$ cat config.mk
export PLATFORM = sky130hd
export DESIGN_NAME = imem_loader
export DESIGN_NICKNAME = d
export VERILOG_FILES = /design/src/rtl/imem_pkg.sv /design/src/rtl/byte_packer.sv /design/src/rtl/imem_loader.sv
export SDC_FILE = /design/constraint.sdc
export NUM_CORES = 1
export LEC_CHECK = 0
export CELL_PAD_IN_SITES_DETAIL_PLACEMENT = 0
export CELL_PAD_IN_SITES_GLOBAL_PLACEMENT = 2
export CORE_MARGIN = 2
export CORE_UTILIZATION = 26
export DETAILED_ROUTE_END_ITERATION = 6
export HOLD_SLACK_MARGIN = 0.1
export PLACE_DENSITY = 0.85
export SLEW_MARGIN = 40
export SYNTH_ARGS = -nofsm -noshare
export SYNTH_HDL_FRONTEND = slang
export SYNTH_SLANG_ARGS = --single-unit
$ cat constraint.sdc
create_clock -name clk -period 1.9 [get_ports clk]
set_clock_uncertainty 0.1 [all_clocks]
set_input_delay 0.38 -clock clk [delete_from_list [all_inputs] [get_ports clk]]
set_output_delay 0.38 -clock clk [all_outputs]
set_load 0.005 [all_outputs]
$ cat src/rtl/imem_pkg.sv
// Shared types and constants for the instruction-memory loader.
package imem_pkg;

  localparam int IMEM_DEPTH  = 16;
  localparam int IMEM_ADDR_W = 4;
  localparam int WORD_W      = 32;

  typedef enum logic [2:0] {
    IDLE,
    LEN,
    DATA,
    CHECK,
    DONE,
    ERROR
  } loader_state_e;

endpackage

$ cat src/rtl/byte_packer.sv
// Big-endian 4-byte to 32-bit word assembler; word_ready pulses the cycle after the 4th byte.
module byte_packer
  import imem_pkg::*;
(
  input  logic              clk,
  input  logic              reset,
  input  logic              clear,
  input  logic              push,
  input  logic [7:0]        byte_in,
  output logic [WORD_W-1:0] word,
  output logic              word_ready
);

  logic [WORD_W-1:0] word_q, word_d;
  logic [1:0]        idx_q, idx_d;
  logic              ready_q, ready_d;

  always_comb begin
    word_d  = word_q;
    idx_d   = idx_q;
    ready_d = 1'b0;
    if (clear) begin
      word_d = '0;
      idx_d  = '0;
    end else if (push) begin
      // Shift left so the first byte of a word ends up in the top lane.
      word_d  = {word_q[WORD_W-9:0], byte_in};
      idx_d   = idx_q + 2'd1;
      ready_d = (idx_q == 2'd3);
    end
  end

  always_ff @(posedge clk) begin
    if (reset) begin
      word_q  <= '0;
      idx_q   <= '0;
      ready_q <= 1'b0;
    end else begin
      word_q  <= word_d;
      idx_q   <= idx_d;
      ready_q <= ready_d;
    end
  end

  assign word       = word_q;
  assign word_ready = ready_q;

endmodule

$ cat src/rtl/imem_loader.sv
// Framed byte-stream program loader: length byte, N big-endian words, XOR checksum byte.
// Keeps the processor held in reset while loading and after a failed load.
module imem_loader
  import imem_pkg::*;
#(
  parameter int DEPTH  = IMEM_DEPTH,
  parameter int ADDR_W = IMEM_ADDR_W
) (
  input  logic              clk,
  input  logic              reset,
  input  logic              start,
  input  logic [7:0]        in_data,
  input  logic              in_valid,
  output logic              in_ready,
  output logic              wr_en,
  output logic [ADDR_W-1:0] wr_addr,
  output logic [31:0]       wr_data,
  output logic              cpu_hold,
  output logic              load_done,
  output logic              load_err
);

  localparam logic [8:0]      DEPTH_LIM = 9'(DEPTH);
  localparam logic [ADDR_W:0] CNT_ONE   = (ADDR_W+1)'(1);

  loader_state_e     state_q, state_d;
  logic [ADDR_W:0]   len_q, len_d;
  logic [ADDR_W:0]   word_cnt_q, word_cnt_d;
  logic [7:0]        csum_q, csum_d;
  logic [ADDR_W-1:0] addr_q, addr_d;

  logic              restart;
  logic              pk_push;
  logic              pk_ready;
  logic [WORD_W-1:0] pk_word;

  assign restart = start && (state_q inside {IDLE, DONE, ERROR});
  assign pk_push = (state_q == DATA) && in_valid && in_ready;

  byte_packer u_packer (
    .clk        (clk),
    .reset      (reset),
    .clear      (restart),
    .push       (pk_push),
    .byte_in    (in_data),
    .word       (pk_word),
    .word_ready (pk_ready)
  );

  always_comb begin
    state_d    = state_q;
    len_d      = len_q;
    word_cnt_d = word_cnt_q;
    csum_d     = csum_q;
    addr_d     = addr_q;
    in_ready   = 1'b0;

    if (restart) begin
      state_d    = LEN;
      len_d      = '0;
      word_cnt_d = '0;
      csum_d     = '0;
      addr_d     = '0;
    end else begin
      case (state_q)
        LEN: begin
          in_ready = 1'b1;
          if (in_valid) begin
            if (in_data == 8'd0 || {1'b0, in_data} > DEPTH_LIM) begin
              state_d = ERROR;
            end else begin
              len_d   = in_data[ADDR_W:0];
              state_d = DATA;
            end
          end
        end
        DATA: begin
          // The write cycle is a bubble so the source can never outrun the packer.
          in_ready = !pk_ready;
          if (pk_push) begin
            csum_d = csum_q ^ in_data;
            addr_d = word_cnt_q[ADDR_W-1:0];
          end
          if (pk_ready) begin
            word_cnt_d = word_cnt_q + CNT_ONE;
            if (word_cnt_q + CNT_ONE == len_q) begin
              state_d = CHECK;
            end
          end
        end
        CHECK: begin
          in_ready = 1'b1;
          if (in_valid) begin
            state_d = (in_data == csum_q) ? DONE : ERROR;
          end
        end
        default: ;
      endcase
    end
  end

  always_ff @(posedge clk) begin
    if (reset) begin
      state_q    <= IDLE;
      len_q      <= '0;
      word_cnt_q <= '0;
      csum_q     <= '0;
      addr_q     <= '0;
    end else begin
      state_q    <= state_d;
      len_q      <= len_d;
      word_cnt_q <= word_cnt_d;
      csum_q     <= csum_d;
      addr_q     <= addr_d;
    end
  end

  assign wr_en     = pk_ready;
  assign wr_addr   = addr_q;
  assign wr_data   = pk_word;
  assign cpu_hold  = state_q inside {LEN, DATA, CHECK, ERROR};
  assign load_done = (state_q == DONE);
  assign load_err  = (state_q == ERROR);

endmodule

==> metrics.md <==
| Metric | Value |
|---|---|
| Design area | 3562 sq um |
| Core footprint | 9196 sq um |
| Net count, final | approximately 380 |
| CP Launch Type | input port |
| Final Hold Viols | 0 |
| First-pass GRT wire length | about 11 mm |
| Length of the first detailed-routing pass in iterations | 4 |
| Status | complete, no violations |
| Critical path capture point type | register |
| Clk slew on worst S/H paths | approximately 0.070 ns |
| Mapped cell area | 2446 sq um |
| Placed Cells | 467 |
| Via density | 4.514 |
| Via count | 2,185 |
| GPL Wtd Cong | between 0.8 and 0.9 |
| Initial Util | 0.2660 |
| Share of layout cells above drive strength 1 | 0.1448 |
| Sequential area share after synthesis | 0.4910 |
| N_diodes | 0 |
| Rel. slew slack | 0.8289 |
| Area grow syn2layout | 45.63% |
| Minimum clock period | 1.831 ns |
| Hold Buf Count CTS | 0 |
| Synthesized area per cell | 8.348 sq um |
| Hold Path Class | reg -> reg |
| RSZ-0062 raised after global routing | no |
| Crit path kind | in -> reg |
| YS warnings | 0 |
| DIE AREA | 10,200 sq um |
| Fill count | approximately 1,000 |
| CTS max path bufs | 2 |
| Lkg Pwr | 1.319 nW |
| Final Cycle Share | 0.9637 |
| Post-route ant nets | 0 |
| Total power draw | 2.860 mW |
| Tot GR Track Use | 0.1351 |
| Setup WS pre-CTS | -0.4927 ns |
| 1st-iter DRT viols | 112 |
| F_max | 546.2 MHz |
| Initial antenna violation count | 0 |
| Boundary pin count | 53 |
| Die Wd | 101.0 microns |
| Crit-path max FO | 6 |
| Clock Root Buffer | clkbuf_8 |
| Endpoints failing setup | 0 |
| Post-synth top area share | 0.4910 |
| Crit path cell chain | clkdlybuf4s50_1 -> nor4_2 -> buf_4 -> mux2i_1 -> or3_4 -> mux2i_1 -> nor2_1 |
| Yosys cell types | 32 |
| Post-synthesis net count | 307 |
| Rows | 35 |
| Worst VDD drop | 0.3109 mV |
| Routed len/inst | 12.89 microns |
| CTS tree | done |
| Finished Layout Cells | 484 |
| Post-synth top area cell | dfxtp_1 |
| Clock sinks | 60 |
| Commonest non-fill, non-tap cell in the layout | nand2_1 |
| Max-cap viol count | 0 |
| Slowest cell on the critical path | or3_4 |
| CP required | 2.02 ns |
| Critical path arrival | about 2 ns |
| Synth top area cells | dfxtp_1 49%, nand2_1 12%, a21oi_1 8.2% |
| # port buffers | 52 |
| Vias in the first global route | roughly 2,200 |
| H-tree depth | 3 |
| Skew-Pair Late Insertion Delay | 0.34 ns |
| Register bit total from synthesis | 60 |
| Final wirelength | 6.237 mm |
| Most common cell on crit path | mux2i_1 |
| Fin. max-slew vios | 0 |
| Slew @ Worst Pin | 0.2545 ns |
| Setup WS post-layout | 0.06904 ns |
| Placed Area | 3288 sq um |
| Num CTS Buffers | 9 |
| Fin util | 0.3873 |
| Synth Instances | 293 |
| Power per Cell Area | 802.9 nW/um^2 |
| Most frequent cells in the layout | 80 x nand2_1, 57 x dfxtp_1, 45 x clkdlybuf4s50_1, 40 x a21oi_1 |
| DRC | 0 |
| Pin count of the biggest net entering global routing | 38 |
| Crit-path max cell delay | about 0.46 ns |
| Die height | 101.0 microns |
| DP HPWL | 4.444 mm |
| Total gr overflow | 0 |
where the power goes:
part / total (mW) / switching [mW] / internal [mW]
Clock: 1.43 / 0.518 / 0.907
Combinational: 0.166 / 0.0866 / 0.0797
Sequential: 1.27 / 0.00717 / 1.26
Total: 2.86 / 0.612 / 2.25
final timing paths:
check                                       start           endpoint  slack [ns]  cells past startpoint
worst min register to register  u_packer.word[31]  u_packer.word[31]        0.35                      2
worst max-delay path                   in_data[0]           len_q[3]        0.07                      7
worst max register to register      word_cnt_q[0]         state_q[0]        0.10                      6
worst min-delay path            u_packer.word[31]  u_packer.word[31]        0.35                      2
synth_stat cells (all sizes together):
cell    instances
and4            1
inv             4
nand3           3
a21o            1
o22ai           1
nand4           3
nor2           22
xor2           20
nand2          80
nor4            3
mux2i           7
clkbuf          9
ha              2
or3b            1
xnor2           6
a41oi           2
nor4b           1
a21oi          40
buf             7
or4b            1
or3             1
nor2b           3
and3            1
nor3            5
nand2b          3
o21ai           5
a211o           1
dfxtp          60
layer usage:
metal,vias to the layer above,wire length [microns],global-route usage
met1,1015,2936,0.1701
met3,5,274,0.05062
met5,-,0,0
met4,0,57,0.03846
met2,48,2968,0.2164
li1,1117,-,-
final cells by class:
| type | count | area [sq um] | share of cell area |
|---|---|---|---|
| repair buffers | 80 | 797.0 | 0.2237 |
| clock buffers | 10 | 137.6 | 0.03864 |
| multi-input cells | 213 | 1155 | 0.3242 |
| flip-flops and latches | 60 | 1207 | 0.3390 |
| inverters | 4 | 15.01 | 0.004215 |
| well taps | 111 | 138.9 | 0.03899 |
| clock inverters | 6 | 111.4 | 0.03126 |
worst max-delay path: cells and delay by family:
family	cells	cell delay, ns
multiplexers	2	0.26
AND/OR/NAND/NOR	3	0.71
buffers and inverters	2	0.59
through the flow:
step           TNS [ns]  hold slack [ns]
2_1_floorplan         0           0.3400
3_3_place_gp     -3.309           0.3463
3_5_place_dp     -3.192           0.3489
4_1_cts               0           0.3590
5_1_grt               0           0.3754
6_report              0           0.3548
state kept, by name, summed over array words and instances (netlist names):
name,count
wr_addr,4
csum_q,8
u_packer.word,32
state_q,3
len_q,5
u_packer.idx_q,2
u_packer.word_ready,1
word_cnt_q,5
kinds of logic after synthesis:
family / share of synthesized area
AND/OR/NAND/NOR: 0.2235
multiplexers: 0.02865
adder cells (fa/ha/maj): 0.01023
buffers and inverters: 0.04501
flip-flops: 0.4910
AO/OA/AOI/OAI: 0.1084
XOR/XNOR: 0.09310
what timing repair did:
| action | CTS | global route |
|---|---|---|
| gates cloned | 0 | 0 |
| pin swaps | 2 | 0 |
| setup buffers | 0 | 1 |
| gates resized for setup | 15 | 2 |
| endpoints found under the setup margin | 9 | 5 |
(Power assumes the default switching activity.)
==> RTL change, RTL diff (same settings) <==
Register the output `load_err`, cleared by the reset; this adds one clock of latency there. The other outputs are not delayed to match.
--- a/src/rtl/imem_loader.sv
+++ b/src/rtl/imem_loader.sv
@@ -120,7 +120,13 @@
   assign wr_data   = pk_word;
   assign cpu_hold  = state_q inside {LEN, DATA, CHECK, ERROR};
   assign load_done = (state_q == DONE);
-  assign load_err  = (state_q == ERROR);
+  always_ff @(posedge clk) begin
+    if (reset) begin
+      load_err <= '0;
+    end else begin
+      load_err <= (state_q == ERROR);
+    end
+  end
 
 endmodule
 
Behaviour: not the same (Yosys sat finds a counterexample within 4 cycles, from zero or initial values and one cycle with reset high).
==> RTL change against the original RTL <==
Routed wire length is 2.2% higher. Non-clock buffer count is 1 lower. Synthesized area is 2.3% higher. Cell area is 0.81% higher. Utilization is 0.055 points lower. Sequential cell count is 1 higher. First-iteration DRC count is 48% lower. Power is 2.9% lower. Fmax is 3.3% higher. Worst setup slack better by 58 ps.
==> RTL change: results <==
[global_routing]
grt_use_total_pct = 13.14
overflow = 0
first_global_vias = 2259
grt_pass1_wl_microns = 10790

[job]
maxCapViolCount = 0

[placed_design]
place_inst = 499
dpl_worst_slack_ps = -296.8
dp_hpwl_microns = 4566
port-buffer-count = 52
dpl_cell_area_sq_mm = 0.003361
place.gp.congestion = 0.7821

[power_and_ir_drop]
irDropWorstVdd_mv = 0.2993
p_leak_uw = 0.001263
swShare_pct = 23.91

[synthesis]
async_flop_share_pct = 0
synth_nets = 321
yosysWarnings = 0
ys_types = 32
synth_area_leaders = "dfxtp_1 49%, nand2_1 13%, a21oi_1 9.4%"
synth_cells = 307
ys.flop_type = "dfxtp_1"
synth-seq-area-share_pct = 48.82
synthTopCellsByCount = "88 x nand2_1, 61 x dfxtp_1, 47 x a21oi_1"

[cells_and_area]
largest_register_ffs = 32
final_cells = 515
drive_above_1_share_pct = 13.99
n_antenna_cell = 0
nNetsFinal = 395

[worst_setup_path]
reg2reg_depth = 6
cpLargestDelayFamily = "multiplexers"
cpMaxStageDelayCell = "mux2_2"
path_max_fanout = 8
slowest_delay_ps = 450

[clock_tree]
path_clk_slew_ps = 80
clock_latency_ps = 340
clockBufferDepth = 2
root_buffer = "clkbuf_8"
numCtsBuffers = 9
htreeDepth = 3

[hold_path]
hold_depth = 2

[outcome]
status = "completed"

[timing]
slew_headroom_pct = 72.77

[detailed_routing]
first_pass_iters = 4
wl_per_cell_microns = 12.37
drt_iter0_markers = 58
vias_per_cell = 4.344
RTL change: logic make-up (layout without fill, tap and decap cells):
group           after synthesis  after routing  synth area share [%]
xor+xnor                     27             27                 9.455
simple gates                141            141                 24.81
buf+inv                      20             99                 3.652
flops                        61             61                 48.82
compound gates               54             54                 11.41
fa+ha+maj                     2              2                 1.000
mux                           2              2                0.8504
RTL change: tightest hold or removal path: stages (launching register included):
cell	delay (ps)
dfxtp_1	310
nand2_1	50
a21oi_1	50
RTL change: final cells by class:
| type | count | area (sq um) |
|---|---|---|
| Timing Repair Buffer | 79 | 769.5 |
| Inverter | 4 | 15.01 |
| Fill cell | 977 | 5693 |
| Tap cell | 129 | 161.4 |
| Clock inverter | 7 | 98.84 |
| Clock buffer | 9 | 123.9 |
| Sequential cell | 61 | 1224 |
| Multi-Input combinational cell | 226 | 1199 |
RTL change: path summary, 6_finish.rpt:
check	slack (ps)	to	start
worst min-delay path	350	u_packer.word[25]	u_packer.word[25]
worst max register to register	290	word_cnt_q[4]	state_q[1]
worst max-delay path	130	state_q[0]	in_data[0]
worst min register to register	350	u_packer.word[25]	u_packer.word[25]
RTL change: power groups by stage:
stage | sequential, uW | combinational (uW) | clock, uW
floorplan | 1310 | 69.6 | 0
finish | 1280 | 177 | 1320
global placement | 1310 | 181 | 0
CTS | 1280 | 178 | 1350
global route | 1280 | 194 | 1390
detailed placement | 1310 | 181 | 0
RTL change: layer usage:
metal  vias up  global-route usage (%)  routed length, microns
met5         -                       0                       0
met4         0                   5.846                     123
met3        11                   2.599                     184
met2        29                   21.71                    3022
met1      1037                   16.63                    3042
li1       1160                       -                       -
RTL change: repair_timing:
action / in CTS / in global routing
setup endpoints to repair: 3 / 5
setup buffers: 0 / 0
resized for setup: 7 / 2
